`config.mk`:
```
export PLATFORM = sky130hd
export DESIGN_NAME = lcd_text_ctrl
export DESIGN_NICKNAME = d
export VERILOG_FILES = /design/src/rtl/lcd_text_ctrl.sv
export SDC_FILE = /design/constraint.sdc
export NUM_CORES = 1
export LEC_CHECK = 0
export ABC_AREA = 0
export BUFFER_PORTS_ARGS = -buffer_cell sky130_fd_sc_hd__buf_2
export CAP_MARGIN = 40
export CORE_AREA = 2 2 172 174
export DETAILED_ROUTE_END_ITERATION = 10
export DIE_AREA = 0 0 174 176
export PLACE_DENSITY = 0.76
export RECOVER_POWER = 100
export SLEW_MARGIN = 20
export SYNTH_ARGS = -nofsm -noshare
export SYNTH_HDL_FRONTEND = slang
export SYNTH_SLANG_ARGS = --single-unit
```
`constraint.sdc`:
```
create_clock -name CLK_50MHZ -period 3.2 [get_ports CLK_50MHZ]
set_clock_uncertainty 0.2 [all_clocks]
set_input_delay 0.48 -clock CLK_50MHZ [delete_from_list [all_inputs] [get_ports CLK_50MHZ]]
set_output_delay 0.48 -clock CLK_50MHZ [all_outputs]
set_load 0.02 [all_outputs]
```
`src/rtl/lcd_text_ctrl.sv`:
```
// HD44780-class character LCD controller, 8-bit write-only bus.
// Runs the power-on init sequence, then refreshes the panel from an internal
// ROWS x COLS frame buffer that the host writes through WR_EN/WR_ADDR/WR_DATA.
// Optional feature: define LCD_DIRTY_EN to refresh only rows written since their
// last transmission; otherwise every row is resent continuously.
module lcd_text_ctrl #(
    parameter longint unsigned CLK_HZ = 50_000_000,
    parameter int unsigned     COLS   = 16,
    parameter int unsigned     ROWS   = 2,
    parameter int unsigned     POR_US = 15000,
    parameter int unsigned     CMD_US = 40,
    parameter int unsigned     CLR_US = 1640,
    parameter int unsigned     E_CYC  = 12,
    localparam int unsigned    NCHARS = COLS * ROWS,
    localparam int unsigned    AW     = (NCHARS > 1) ? $clog2(NCHARS) : 1
) (
    input  logic          CLK_50MHZ,
    input  logic          RST,
    input  logic          WR_EN,
    input  logic [AW-1:0] WR_ADDR,
    input  logic [7:0]    WR_DATA,
    output logic          READY,
    output logic          BUSY,
    output logic [7:0]    LCD_DB,
    output logic          LCD_E,
    output logic          LCD_RS,
    output logic          LCD_RW
);

    localparam int unsigned CW = (COLS > 1) ? $clog2(COLS) : 1;

    // Microseconds to clock cycles, rounded up, never zero.
    function automatic logic [31:0] us2cyc(input longint unsigned us);
        longint unsigned c;
        c = (us * CLK_HZ + 64'd999_999) / 64'd1_000_000;
        if (c == 64'd0) c = 64'd1;
        return c[31:0];
    endfunction

    localparam logic [31:0] POR_CYC = us2cyc(64'(POR_US));
    localparam logic [31:0] CMD_CYC = us2cyc(64'(CMD_US));
    localparam logic [31:0] CLR_CYC = us2cyc(64'(CLR_US));
    localparam logic [31:0] W1_CYC  = us2cyc(64'd4100);
    localparam logic [31:0] W2_CYC  = us2cyc(64'd100);

    function automatic logic [7:0] init_byte(input logic [2:0] i);
        case (i)
            3'd4:    return 8'h0C;
            3'd5:    return 8'h01;
            3'd6:    return 8'h06;
            default: return 8'h38;
        endcase
    endfunction

    function automatic logic [31:0] init_wait(input logic [2:0] i);
        case (i)
            3'd0:    return W1_CYC;
            3'd1:    return W2_CYC;
            3'd5:    return CLR_CYC;
            default: return CMD_CYC;
        endcase
    endfunction

    function automatic logic [7:0] row_cmd(input logic [1:0] r);
        case (r)
            2'd0:    return 8'h80;
            2'd1:    return 8'hC0;
            2'd2:    return 8'h94;
            default: return 8'hD4;
        endcase
    endfunction

    function automatic logic [AW-1:0] row_base(input logic [1:0] r);
        logic [31:0] b;
        b = 32'(r) * 32'(COLS);
        return b[AW-1:0];
    endfunction

    typedef enum logic [2:0] {TPor, TInit, TIdle, TRowCmd, TChars} top_e;
    typedef enum logic [2:0] {BIdle, BSetup, BPulse, BHold, BWait} bus_e;

    top_e          top_q, top_d;
    bus_e          bus_st_q, bus_st_d;
    logic [31:0]   por_cnt_q, por_cnt_d, bus_cnt_q, bus_cnt_d, wait_q, wait_d;
    logic [AW:0]   fill_q, fill_d;
    logic [2:0]    init_idx_q, init_idx_d;
    logic [1:0]    row_q, row_d;
    logic [CW-1:0] col_q, col_d;
    logic [AW-1:0] addr_q, addr_d;
    logic [7:0]    db_q, db_d;
    logic          rs_q, rs_d, e_q, ready_q, ready_d;
    logic          bus_start, start_rs, bus_done, char_rd, fill_done, fill_we, wr_ok;
    logic [7:0]    start_byte, rd_data;
    logic [31:0]   start_wait;
    logic          go_row;
    logic [1:0]    go_row_idx;
    logic [7:0]    mem_q [NCHARS];

    assign fill_done = (fill_q == (AW + 1)'(NCHARS));
    assign fill_we   = (top_q == TPor) && !fill_done;
    assign wr_ok     = WR_EN && (32'(WR_ADDR) < 32'(NCHARS));
    assign rd_data   = mem_q[addr_q];
    assign bus_done  = (bus_st_q == BWait) && (bus_cnt_q == wait_q - 32'd1);
    // Character byte is fetched combinationally in the first SETUP cycle, so a
    // same-cycle host write lands in the buffer while the old value goes out.
    assign char_rd   = (bus_st_q == BSetup) && (bus_cnt_q == 32'd0) && rs_q;

`ifdef LCD_DIRTY_EN
    logic [ROWS-1:0] dirty_q, dirty_d;
    logic [31:0]     dirty_from;
    logic            dirty_hit, set_all;
    logic [1:0]      dirty_row, wr_row;

    // Lowest dirty row at or above the search start (row 0 from IDLE, next row from CHARS).
    always_comb begin
        dirty_from = (top_q == TChars) ? 32'(row_q) + 32'd1 : 32'd0;
        dirty_hit  = 1'b0;
        dirty_row  = 2'd0;
        for (int r = int'(ROWS) - 1; r >= 0; r--) begin
            if (dirty_q[r] && (32'(r) >= dirty_from)) begin
                dirty_hit = 1'b1;
                dirty_row = 2'(r);
            end
        end
    end

    // Row of the incoming write: last row whose base is not above the address.
    always_comb begin
        wr_row = 2'd0;
        for (int r = 0; r < int'(ROWS); r++) begin
            if (32'(WR_ADDR) >= 32'(r) * 32'(COLS)) wr_row = 2'(r);
        end
    end

    // Dirty-row register.
    always_ff @(posedge CLK_50MHZ) begin
        if (RST) dirty_q <= '0;
        else     dirty_q <= dirty_d;
    end
`endif

    // Frame buffer: POR fill has the port until every entry holds a space.
    always_ff @(posedge CLK_50MHZ) begin
        if (fill_we)    mem_q[fill_q[AW-1:0]] <= 8'h20;
        else if (wr_ok) mem_q[WR_ADDR] <= WR_DATA;
    end

    // Top sequencer: POR wait, init bytes, then row command / character refresh.
    always_comb begin
        top_d      = top_q;
        por_cnt_d  = por_cnt_q;
        fill_d     = fill_q;
        init_idx_d = init_idx_q;
        row_d      = row_q;
        col_d      = col_q;
        addr_d     = addr_q;
        ready_d    = ready_q;
        bus_start  = 1'b0;
        start_byte = 8'h00;
        start_rs   = 1'b0;
        start_wait = CMD_CYC;
        go_row     = 1'b0;
        go_row_idx = 2'd0;
`ifdef LCD_DIRTY_EN
        dirty_d    = dirty_q;
        set_all    = 1'b0;
`endif
        unique case (top_q)
            TPor: begin
                if (!fill_done) fill_d = fill_q + 1'b1;
                if (por_cnt_q != POR_CYC - 32'd1) begin
                    por_cnt_d = por_cnt_q + 32'd1;
                end else if (fill_done) begin
                    bus_start  = 1'b1;
                    start_byte = init_byte(3'd0);
                    start_wait = init_wait(3'd0);
                    init_idx_d = 3'd0;
                    top_d      = TInit;
                end
            end
            TInit: begin
                if (bus_done) begin
                    if (init_idx_q == 3'd6) begin
                        top_d   = TIdle;
                        ready_d = 1'b1;
`ifdef LCD_DIRTY_EN
                        set_all = 1'b1;
`endif
                    end else begin
                        init_idx_d = init_idx_q + 3'd1;
                        bus_start  = 1'b1;
                        start_byte = init_byte(init_idx_d);
                        start_wait = init_wait(init_idx_d);
                    end
                end
            end
            TIdle: begin
`ifdef LCD_DIRTY_EN
                go_row     = dirty_hit;
                go_row_idx = dirty_row;
`else
                go_row     = 1'b1;
`endif
            end
            TRowCmd: begin
                if (bus_done) begin
                    bus_start = 1'b1;
                    start_rs  = 1'b1;
                    top_d     = TChars;
                end
            end
            TChars: begin
                if (bus_done) begin
                    if (col_q == CW'(COLS - 1)) begin
`ifdef LCD_DIRTY_EN
                        go_row     = dirty_hit;
                        go_row_idx = dirty_row;
                        if (!dirty_hit) top_d = TIdle;
`else
                        if (row_q == 2'(ROWS - 1)) begin
                            top_d = TIdle;
                        end else begin
                            go_row     = 1'b1;
                            go_row_idx = row_q + 2'd1;
                        end
`endif
                    end else begin
                        col_d     = col_q + 1'b1;
                        addr_d    = addr_q + 1'b1;
                        bus_start = 1'b1;
                        start_rs  = 1'b1;
                    end
                end
            end
            default: top_d = TPor;
        endcase

        if (go_row) begin
            bus_start  = 1'b1;
            start_byte = row_cmd(go_row_idx);
            row_d      = go_row_idx;
            col_d      = '0;
            addr_d     = row_base(go_row_idx);
            top_d      = TRowCmd;
`ifdef LCD_DIRTY_EN
            dirty_d[go_row_idx] = 1'b0;
`endif
        end
`ifdef LCD_DIRTY_EN
        // A write re-marks its row even if that row's command just started.
        if (set_all) dirty_d = '1;
        if (wr_ok)   dirty_d[wr_row] = 1'b1;
`endif
    end

    // Bus cycle: SETUP 2 cycles, E pulse, HOLD 1 cycle, then execution wait.
    always_comb begin
        bus_st_d  = bus_st_q;
        bus_cnt_d = bus_cnt_q + 32'd1;
        db_d      = db_q;
        rs_d      = rs_q;
        wait_d    = wait_q;
        unique case (bus_st_q)
            BIdle:  bus_cnt_d = '0;
            BSetup: begin
                if (char_rd) db_d = rd_data;
                if (bus_cnt_q == 32'd1) begin
                    bus_st_d  = BPulse;
                    bus_cnt_d = '0;
                end
            end
            BPulse: begin
                if (bus_cnt_q == 32'(E_CYC - 1)) begin
                    bus_st_d  = BHold;
                    bus_cnt_d = '0;
                end
            end
            BHold: begin
                bus_st_d  = BWait;
                bus_cnt_d = '0;
            end
            BWait: begin
                if (bus_done) begin
                    bus_st_d  = BIdle;
                    bus_cnt_d = '0;
                end
            end
            default: bus_st_d = BIdle;
        endcase
        if (bus_start) begin
            bus_st_d  = BSetup;
            bus_cnt_d = '0;
            db_d      = start_byte;
            rs_d      = start_rs;
            wait_d    = start_wait;
        end
    end

    // State registers; reset restarts the whole init sequence.
    always_ff @(posedge CLK_50MHZ) begin
        if (RST) begin
            top_q      <= TPor;
            bus_st_q   <= BIdle;
            por_cnt_q  <= '0;
            fill_q     <= '0;
            init_idx_q <= '0;
            row_q      <= '0;
            col_q      <= '0;
            addr_q     <= '0;
            bus_cnt_q  <= '0;
            wait_q     <= '0;
            db_q       <= 8'h00;
            rs_q       <= 1'b0;
            e_q        <= 1'b0;
            ready_q    <= 1'b0;
        end else begin
            top_q      <= top_d;
            bus_st_q   <= bus_st_d;
            por_cnt_q  <= por_cnt_d;
            fill_q     <= fill_d;
            init_idx_q <= init_idx_d;
            row_q      <= row_d;
            col_q      <= col_d;
            addr_q     <= addr_d;
            bus_cnt_q  <= bus_cnt_d;
            wait_q     <= wait_d;
            db_q       <= db_d;
            rs_q       <= rs_d;
            e_q        <= (bus_st_d == BPulse);
            ready_q    <= ready_d;
        end
    end

    assign READY  = ready_q;
    assign BUSY   = (bus_st_q != BIdle);
    assign LCD_DB = char_rd ? rd_data : db_q;
    assign LCD_E  = e_q;
    assign LCD_RS = rs_q;
    assign LCD_RW = 1'b0;

endmodule

```
# After elaboration in Yosys (flattened, before gate mapping)
# Memories as Yosys holds them, arrays and structs flattened.
# Cells that the tools add are included.
# classes
add_sub_neg,8
eq_ne,42
muxes,71
n_bitwise,3
reduce_logical,27
# ops
op,count
32-bit one-hot mux with 4 select lines,1
32-bit two-way mux,3
18-bit two-way mux,4
32-bit by 1-bit adder with 32-bit output (second input constant),2
18-bit one-hot mux with 3 select lines,1
3-bit two-way mux,16
8-bit two-way mux,5
18-bit one-hot mux with 2 select lines,1
32-bit by 1-bit equality test with 1-bit output (second input constant),1
32-bit equality test,1
32-bit by 4-bit equality test with 1-bit output (second input constant),1
32-bit zero test,1
32-bit by 20-bit inequality test with 1-bit output (second input constant),1
32-bit by 1-bit subtractor with 32-bit output (second input constant),1
3-bit one-hot mux with 5 select lines,2
5-bit two-way mux,5
6-bit two-way mux,4
3-bit inequality test (second input constant),8
2-bit inequality test (second input constant),11
7-bit one-hot mux with 3 select lines,1
3-bit equality test (second input constant),6
6-bit one-hot mux with 3 select lines,1
9-bit AND reduction,2
1-bit two-way mux,17
other kinds (28),55
# word_totals
ff_bits,133
ramBits,256
input_bits,16
out_inout_bits,13
elab_cells,168
memories,1
# mem_list
memory,depth,word_bits,rd,rd_ports_with_merged_regs,write_ports,line,source
mem_q,32,8,1,0,1,97,logic [7:0] mem_q [NCHARS];

# Longest topological paths before layout
# Gate-level depths: netlist (run 1).
# depth
depth_word,9
mapped_depth,12
ltp_nobuf,11

# Least setup slack after synthesis (run 1)
# Ideal clock, no wire load.
# synth_timing
path_kind,reg-to-reg
start,register wait_q[3]
end,register db_q[0]
setup_time_ns,0.060
arrival_ns,3.059
required_ns,2.940
setup_slack_ns,-0.118
path_stages_with_launch,13
n_path_buf,1
period_less_slack_ns,3.318
path_cell_list,dfxtp_1 -> inv_1 -> ha_1 -> ha_1 -> o21ba_2 -> a221oi_1 -> o221ai_1 -> nor4_1 -> or4b_1 -> buf_2 -> or3_4 -> o21ai_2 -> o311a_1
# synth_between
elab_chain_len,7
elab_cells_between_ends,15
cone_classes,add/sub: 1; eq/ne: 1; mux: 11; reduce/logical: 2
# synth_lines
item,line,source
from (decl),84,"logic [31:0] por_cnt_q, por_cnt_d, bus_cnt_q, bus_cnt_d, wait_q, wait_d;"
from (signal assigned),326,wait_q <= wait_d;
32-bit by 1-bit subtractor with 32-bit output *,103,assign bus_done = (bus_st_q == BWait) && (bus_cnt_q == wait_q - 32'd1);
32-bit equality test *,103,
1-bit logical AND *,103,
"1-bit two-way mux, or another cell as far along",213,if (bus_done) begin
"1-bit one-hot mux with 4 select lines, or another cell as far along",168,unique case (top_q)
1-bit two-way mux / 8-bit two-way mux (equally long branches),238,if (go_row) begin
8-bit two-way mux / 2-bit nonzero test (equally long branches),n/a,
to (signal assigned),312,db_q <= 8'h00;
to (signal assigned),327,db_q <= db_d;
to (decl),90,"logic [7:0] db_q, db_d;"
# Mark *: on every way between the ends. The rest lies on a longest branch, timed or not.
# A chain may end at the register's enable or synchronous reset.

# Final worst setup path (run 1)
# layout_timing
start,register addr_q[1]
end,output port LCD_DB[0]
# layout_between
elab_chain_len,2
# layout_lines
item,line,source
from (decl),89,"logic [AW-1:0] addr_q, addr_d;"
from (signal assigned),324,addr_q <= addr_d;
memory 32 x 8 bit,n/a,
8-bit two-way mux,n/a,
to (decl),24,"output logic [7:0] LCD_DB,"
# No other way between the ends.

==> metrics.cfg, run 1 <==
[routing]
top_layer=met4
wl_per_cell_um=23.4
routed-wl-met3_um=3470
viasPerCell=6.22
drt-met1-wl_um=16700
ant_nets=0
route.met2.wl_um=21500
routed_wl_um=43400
firstDrtPassIters=5
vias=11500
drt_iter0_drc=1179
drc=0

[critical_path]
cp-endpoint=LCD_DB[0]
worst_ep_required_time_ns=2.52
crit_start=addr_q[1]$_SDFFE_PP0P_
endpoint_kind=output pin
crit_fanout=10
worstReg2RegEnd=bus_cnt_q[25]$_SDFF_PP0_
r2r_slack_ns=-0.22
reg2reg_from=wait_q[3]$_SDFFE_PP0N_
crit_path_start_kind=flop
worstRegToRegCells=14
cp.arrival_ns=2.83
critPathKind=reg2out

[timing]
post-route-period-util_pct=110
setup_slack_ns=-0.314
final-max-slew-violation-count=0
clock.fmax_ghz=0.285
tightest_slew_ns=0.991
layout_min_cycle_time_ns=3.51
rsz0062_at_grt=yes
setup_tns_ns=-20.42
final-setup-viol-count=219
slew_headroom_pct=33.7
finalHoldViolCount=0

[floorplanning]
start_util_pct=56.9
die-area_mm2=0.0306
core_mm2=0.0285
die_h_um=176
fp-row-count=62
io_pins=29
die_w_um=174

[power]
power_leakage_nw=7.15
power.switching_w=0.00217
ir_drop_uv=405
netSwitchingFraction_pct=22.1
clock_power_share_pct=41.9
seqPwrFrac_pct=52.7
combPwrFrac_pct=5.4
totalPowerFinal_w=0.00985
power.density_mw_per_mm2=477
p_int_w=0.00768

[place]
port_buffers=27
gp_congestion=0.909
dp.final_hpwl_um=25900

[yosys]
ys_warn_count=0
synth_area_mm2=0.0162
synth_nets=1256
synthCells=1223
synth_seq_area_share_pct=61.0
ys_ff_latch=367
synth_edf_count=256
async_flop_share_pct=0
synth_area_per_cell_um2=13.3
synth_ff_type=edfxtp_1
ys_types=73

[global_route]
grt_pass1_wl_um=62300
grt_max_degree=49
grt_usage_pct=26.6
grt_antenna_before_repair=0
grt_pass1_vias=11000
grt_overflow_total=0

[cts]
clockBufferDepth=3
clkSinkCount=367
clk_pin_slew_worst_paths_ns=0.06
cts_buffers=38
htreeDepth=2
clk_latency_ns=0.54
cts_tree=yes
ctsHoldBuffers=0
cts-root-buf=clkbuf_16

[hold_path]
hold_path_class=in2reg
hold_depth=2

[final_layout]
fin_nets=1472
fillers=1800
syn_to_final_growth_pct=27.1
post_route_cells_drive_above_1_share_pct=35.4
antenna_cells=0

[outcome]
violations=negative setup slack
status=complete, but fails checks

[run]
drv_cap=0

[worst min-delay path by stage]
stage	from	endpoint	slack [ns]
2_1_floorplan	col_q[1]$_SDFFE_PP0P_	col_q[1]$_SDFFE_PP0P_	0.25
3_5_place_dp	READY$_SDFFE_PP0P_	READY$_SDFFE_PP0P_	0.26
6_report	RST	LCD_RS$_SDFFE_PP0N_	0.13
5_1_grt	RST	LCD_RS$_SDFFE_PP0N_	0.14
4_1_cts	RST	LCD_RS$_SDFFE_PP0N_	0.08
3_3_place_gp	col_q[1]$_SDFFE_PP0P_	col_q[1]$_SDFFE_PP0P_	0.26
[final cells by class]
type,instances,area (um^2),area share (%)
clock inverter,19,138,0.667
tap,384,480,2.33
multi-input combinational,776,6940,33.6
sequential,367,9920,48.0
inverter,21,78.8,0.382
clock buffer,47,1010,4.87
timing repair buffer,235,2090,10.1
[kinds of logic (layout without fill, tap and decap cells)]
logic type,after synthesis,after routing,synth area share [%]
other cells,1,1,0.0231
simple gates,450,450,14.3
xor+xnor,78,78,4.21
fa+ha+maj,17,17,1.31
flops,367,367,61.0
mux,93,93,11.7
buf+inv,80,322,2.00
compound gates,137,137,5.40
[synthesized netlist by cell type (3+ instances only)]
cell type | number | area share [%]
a211oi_1 | 9 | 0.42
a21o_1 | 3 | 0.14
a21oi_1 | 46 | 1.4
a221oi_1 | 3 | 0.16
a31oi_1 | 13 | 0.50
and2_1 | 12 | 0.46
and3_1 | 24 | 0.92
and4_1 | 6 | 0.32
buf_1 | 5 | 0.12
buf_2 | 11 | 0.34
clkbuf_1 | 41 | 0.95
dfxtp_1 | 111 | 14
edfxtp_1 | 256 | 47
ha_1 | 17 | 1.3
inv_1 | 21 | 0.49
mux2i_1 | 15 | 0.92
mux4_2 | 78 | 11
nand2_1 | 75 | 1.7
nand2b_1 | 12 | 0.46
nand3_1 | 40 | 1.2
nand4_1 | 22 | 0.85
nor2_1 | 148 | 3.4
nor2b_1 | 13 | 0.50
nor3_1 | 26 | 0.80
nor3b_1 | 6 | 0.28
nor4_1 | 17 | 0.65
nor4b_1 | 3 | 0.16
nor4b_2 | 4 | 0.37
o2111ai_1 | 4 | 0.22
o211ai_1 | 5 | 0.23
o21a_1 | 3 | 0.14
o21ai_0 | 20 | 0.62
o22ai_1 | 4 | 0.15
o31ai_1 | 4 | 0.18
or2_2 | 5 | 0.19
or3_1 | 16 | 0.62
or4_1 | 5 | 0.23
xnor2_1 | 30 | 1.6
xor2_1 | 48 | 2.6
[power groups by stage]
stage	Clock [W]	Sequential [W]	Combinational, W
4_1_cts	0.00418	0.00518	0.000469
2_1_floorplan	0	0.00528	0.000238
3_5_place_dp	0	0.00528	0.000443
5_1_grt	0.00438	0.00519	0.000554
6_report	0.00413	0.00519	0.000531
3_3_place_gp	0	0.00528	0.000424
[through the flow]
| stage | utilization (%) | hold WS [ns] | instances | worst slack, ns | instance area (um^2) |
|---|---|---|---|---|---|
| global route | 72.3 | 0.139 | 1849 | -0.358 | 20600 |
| global placement | 62.1 | 0.258 | 1705 | -0.170 | 17700 |
| CTS | 67.9 | 0.0773 | 1797 | -0.383 | 19400 |
| finish | 72.3 | 0.126 | 1849 | -0.314 | 20600 |
| floorplan | - | 0.249 | 1223 | -0.0214 | 16300 |
| detailed placement | 62.5 | 0.260 | 1712 | -0.299 | 17800 |
[state kept, by name, summed over array words and instances (netlist names), 3 cells and up]
register and flops:
top_q 3, init_idx_q 3, por_cnt_q 32, col_q 4, addr_q 5, fill_q 6
wait_q 10, bus_cnt_q 32, mem_q 256, db_q 8, bus_st_q 3
[critical path: stages (launching register included)]
cell and delay, ns:
dfxtp_4 0.47, buf_12 0.18, mux4_2 0.55, mux4_2 0.54, nand2b_1 0.15, a31oi_1 0.19, buf_2 0.22
[repair_timing]
item	in CTS	in global routing
gates cloned	2	5
gates resized for setup	48	206
pin swaps	22	78
setup endpoints to repair	102	262
buffers inserted	17	47
[cells in the final DEF, fill, tap and decap left out, types with 13 or more instances in the layout]
cell type | Yosys | routed
edfxtp_1 | 256 | 256
buf_4 | 1 | 148
nor2_1 | 148 | 109
dfxtp_1 | 111 | 106
mux4_2 | 78 | 78
nand2_1 | 75 | 68
xor2_1 | 48 | 45
clkbuf_16 | 0 | 43
nand3_1 | 40 | 35
nor2_4 | 0 | 32
xnor2_1 | 30 | 27
buf_6 | 1 | 26
and3_1 | 24 | 23
nand4_1 | 22 | 22
a21oi_1 | 46 | 22
nor3_1 | 26 | 21
a21oi_2 | 1 | 20
buf_2 | 11 | 20
inv_1 | 21 | 19
o21ai_0 | 20 | 16
or3_1 | 16 | 15
ha_1 | 17 | 15
buf_12 | 0 | 15
nor4_1 | 17 | 13
clkbuf_1 | 41 | 13
[metal layers]
| metal | vias up | track usage [%] |
|---|---|---|
| met5 | - | 0 |
| li1 | 5082 | - |
| met2 | 553 | 45.4 |
| met1 | 5719 | 34.2 |
| met3 | 148 | 5.86 |
| met4 | 0 | 8.44 |
No activity file was read; power rests on OpenSTA's default activity.
==> inputs of run 2 (changes only) <==
==> constraint.sdc (replaced) <==
create_clock -name CLK_50MHZ -period 3.2 [get_ports CLK_50MHZ]
set_clock_uncertainty 0.2 [all_clocks]
set_input_delay 0.64 -clock CLK_50MHZ [delete_from_list [all_inputs] [get_ports CLK_50MHZ]]
set_output_delay 0.64 -clock CLK_50MHZ [all_outputs]
set_load 0.02 [all_outputs]
==> metrics.cfg, run 2 (synthesized netlist as in run 1, its figures left out) <==
[critical_path]
crit_path_start_kind=flop
cp.arrival_ns=2.88
critPathKind=reg2out
crit_fanout=7
worst_ep_required_time_ns=2.36
endpoint_kind=output pin

[routing]
firstDrtPassIters=7
vias=11500
viasPerCell=6.21
routed_wl_um=42200
drc=0
drt_iter0_drc=1116
wl_per_cell_um=22.8
ant_nets=0

[timing]
post-route-period-util_pct=116
rsz0062_at_grt=yes
finalHoldViolCount=0
tightest_slew_ns=0.694
clock.fmax_ghz=0.269
final-setup-viol-count=196
slew_headroom_pct=53.2
final-max-slew-violation-count=0
setup_slack_ns=-0.515
layout_min_cycle_time_ns=3.72

[outcome]
status=complete, but fails checks
violations=negative setup slack

[final_layout]
final_common_cell=edfxtp_1
post_route_cells_drive_above_1_share_pct=35.3
fin_nets=1466
fillers=1771
layout_common_cells=edfxtp_1, buf_4, dfxtp_1
syn_to_final_growth_pct=27.7
largest_reg_flops=256
reg_top3=mem_q: 256 flops, bus_cnt_q: 32 flops, por_cnt_q: 32 flops
stdcell_count=1847
fin_util_pct=72.7
largest_register=mem_q
antenna_cells=0

[floorplanning]
io_pins=29
start_util_pct=56.9
core_mm2=0.0285
fp-row-count=62
die_w_um=174
die-area_mm2=0.0306
die_h_um=176

[global_route]
grt_overflow_total=0
grt_max_degree=55
grt_usage_pct=26.9
grt_antenna_before_repair=0
grt_pass1_vias=11200
grt_pass1_wl_um=62900

[power]
power_leakage_nw=7.12
netSwitchingFraction_pct=21.6
ir_drop_uv=458
clock_power_share_pct=43.3
power.density_mw_per_mm2=486
combPwrFrac_pct=5.3
power.switching_w=0.00218
totalPowerFinal_w=0.0101
seqPwrFrac_pct=51.4
p_int_w=0.00791

[cts]
cts-root-buf=clkbuf_16
clockBufferDepth=3
cts_tree=yes
clk_pin_slew_worst_paths_ns=0.06
clkSinkCount=367
htreeDepth=2
clk_latency_ns=0.54
cts_buffers=38

[place]
port_buffers=27
dp.final_hpwl_um=26200
placedCellCount=1730
gp_congestion=0.915

[hold_path]
hold_path_class=in2reg

[run]
drv_cap=0

==> run 2: timing repair <==
item | 4_1_cts | 5_1_grt
buffers inserted | 20 | 26
gates resized for setup | 73 | 198
gates cloned | 6 | 1
pin swaps | 19 | 89
hold buffers | 0 | 0
endpoints found under the setup margin | 103 | 241
endpoints found under the hold margin | 0 | 0
==> run 2: worst paths after layout <==
path	cells past startpoint	to	slack, ns	startpoint
setup / recovery	8	LCD_DB[4]	-0.52	addr_q[0]$_SDFFE_PP0P_
hold / removal	2	wait_q[4]$_SDFFE_PP0N_	0.22	RST
hold reg to reg	2	col_q[1]$_SDFFE_PP0P_	0.31	col_q[1]$_SDFFE_PP0P_
setup reg to reg	13	bus_cnt_q[3]$_SDFF_PP0_	-0.25	wait_q[3]$_SDFFE_PP0N_
==> run 2: final cells by class <==
class                           count  area, um^2  area share [%]
Multi-Input combinational cell    776        6970            33.6
Sequential cell                   367        9920            47.8
Inverter                           21        78.8           0.380
Tap cell                          384         480            2.32
Clock buffer                       53        1050            5.05
Timing Repair Buffer              229        2050            9.89
Clock inverter                     17         200           0.965
==> run 2: stage by stage <==
stage / hold slack (ns) / setup slack (ns) / area [um^2] / TNS [ns]
after floorplan: 0.249 / 0.00767 / 16300 / 0
after global placement: 0.260 / -0.135 / 17800 / -5.44
after detailed placement: 0.267 / -0.225 / 18000 / -7.74
after CTS: 0.148 / -0.492 / 19900 / -4.08
after global routing: 0.225 / -0.543 / 20700 / -82.69
final: 0.223 / -0.515 / 20700 / -20.33
==> run 2: worst max-delay path, stage by stage, from the launching register on <==
cell and delay [ns]:
dfxtp_4 0.37, buf_12 0.14, buf_16 0.14, mux4_2 0.54, mux4_2 0.54, mux2i_2 0.21, buf_4 0.18, a21oi_2 0.07
buf_6 0.13
==> run 2: routing by layer <==
metal	global-route usage (%)	part of all wire, %
met3	5.23	8.3
met2	45.5	49
met4	10.0	3.3
met5	0	0
met1	34.9	39
==> run 2: power by group through the flow <==
stage	Clock, W	Combinational (W)	Sequential [W]
2_1_floorplan	0	0.000238	0.00528
5_1_grt	0.00461	0.000562	0.00519
3_3_place_gp	0	0.000447	0.00528
4_1_cts	0.00444	0.000506	0.00518
6_report	0.00437	0.000535	0.00519
3_5_place_dp	0	0.000478	0.00528
==> inputs of run 3 (changes only) <==
- BUFFER_PORTS_ARGS: -buffer_cell sky130_fd_sc_hd__buf_2 -> default
- DONT_BUFFER_PORTS: default -> 1
- PLACE_DENSITY: 0.76 -> 0.75
- SKIP_CTS_REPAIR_TIMING: default -> 1
==> metrics.cfg, run 3 (synthesized netlist as in run 1, its figures left out) <==
[outcome]
status=complete, but fails checks
violations=negative setup slack

[hold_path]
hold_path_class=in2reg
hold_path_startpoint=RST

[place]
dp.final_hpwl_um=25700
port_buffers=0
placedCellCount=1693
gp_congestion=0.888

[power]
power_leakage_nw=6.90
combPwrFrac_pct=5.4
seqPwrFrac_pct=52.0
totalPowerFinal_w=0.00997
p_int_w=0.00776
netSwitchingFraction_pct=22.2
power.density_mw_per_mm2=492
clock_power_share_pct=42.6
power.switching_w=0.00221
ir_drop_uv=466

[timing]
rsz0062_at_grt=yes
hold_ws_ns=0.177
setup_slack_ns=-0.410
final-setup-viol-count=287
finalHoldViolCount=0
layout_min_cycle_time_ns=3.61
slew_headroom_pct=22.8
clock.fmax_ghz=0.277
post-route-period-util_pct=113
final-max-slew-violation-count=0
tightest_slew_ns=1.15

[cts]
cts_tree=yes
clkSinkCount=367
clk_latency_ns=0.54
cts-root-buf=clkbuf_16
cts_buffers=39
htreeDepth=2
clk_pin_slew_worst_paths_ns=0.06
clockBufferDepth=3

[final_layout]
multi_input_area_mm2=0.00683
syn_to_final_growth_pct=24.7
final-seq-area_mm2=0.00992
reg_top3=mem_q: 256 flops, bus_cnt_q: 32 flops, por_cnt_q: 32 flops
largest_register=mem_q
stdcell_count=1803
fin_util_pct=70.9
post_route_cells_drive_above_1_share_pct=31.8
layout_common_cells=edfxtp_1, buf_4, nor2_1
final_common_cell=edfxtp_1
antenna_cells=0
fin_nets=1425
fillers=1818
largest_reg_flops=256

[routing]
ant_nets=0
viasPerCell=6.25
drt_iter0_drc=1424
wl_per_cell_um=23.1
drc=0
firstDrtPassIters=5
routed_wl_um=41700
vias=11300

[floorplanning]
core_mm2=0.0285
start_util_pct=56.9
die_w_um=174
die_h_um=176
die-area_mm2=0.0306
fp-row-count=62
io_pins=29

[run]
drv_cap=0

[global_route]
grt_max_degree=61
grt_usage_pct=24.8
grt_overflow_total=0
grt_pass1_vias=10800
grt_antenna_before_repair=0
grt_pass1_wl_um=59000

[critical_path]
reg2reg_from=fill_q[0]$_SDFFE_PP0P_
r2r_slack_ns=-0.25
worst_ep_required_time_ns=2.36
crit_path_start_kind=flop
endpoint_kind=output pin
critPathKind=reg2out
crit_start=addr_q[0]$_SDFFE_PP0P_
crit_fanout=8
cp.arrival_ns=2.77

run 3: stage by stage:
stage | setup TNS (ns) | instance area, um^2 | setup slack [ns]
floorplan | 0 | 16300 | 0.00767
global placement | -7.24 | 17700 | -0.178
detailed placement | -12.09 | 17800 | -0.253
CTS | -19.93 | 19000 | -0.572
global route | -80.45 | 20300 | -0.471
finish | -32.26 | 20300 | -0.410
run 3: final cells by class:
type,instances,share of cell area [%]
timing repair buffer,187,8.66
sequential,367,49.0
tap,384,2.37
multi-input combinational,776,33.7
clock buffer,48,5.14
clock inverter,20,0.748
inverter,21,0.389
run 3: path summary, 6_finish.rpt:
kind,end,depth (start not counted)
worst max-delay path,LCD_DB[4],6
worst min-delay path,db_q[2]$_SDFFE_PP0P_,2
worst max register to register,mem_q[30][3]$_DFFE_PP_,13
worst min register to register,por_cnt_q[26]$_SDFFE_PP0P_,2
run 3: worst max-delay path, stage by stage, from the launching register on:
cell     delay [ns]
dfxtp_4        0.49
buf_12         0.18
mux4_2         0.55
mux4_2         0.55
mux2i_2        0.20
buf_4          0.18
a21oi_4        0.09
run 3: routing by layer:
| metal | GRT usage (%) | wire length [um] | part of all wire, % |
|---|---|---|---|
| met5 | 0 | 0 | 0 |
| met4 | 7.39 | 1300 | 3.1 |
| met3 | 4.63 | 3180 | 7.6 |
| met2 | 40.8 | 20700 | 50 |
| met1 | 34.0 | 16500 | 40 |
run 3: power groups by stage:
stage / sequential (W) / combinational [W] / clock [W]
6_report: 0.00519 / 0.000536 / 0.00425
5_1_grt: 0.00519 / 0.000565 / 0.00448
4_1_cts: 0.00518 / 0.000437 / 0.00428
3_5_place_dp: 0.00528 / 0.000430 / 0
3_3_place_gp: 0.00528 / 0.000401 / 0
2_1_floorplan: 0.00528 / 0.000238 / 0
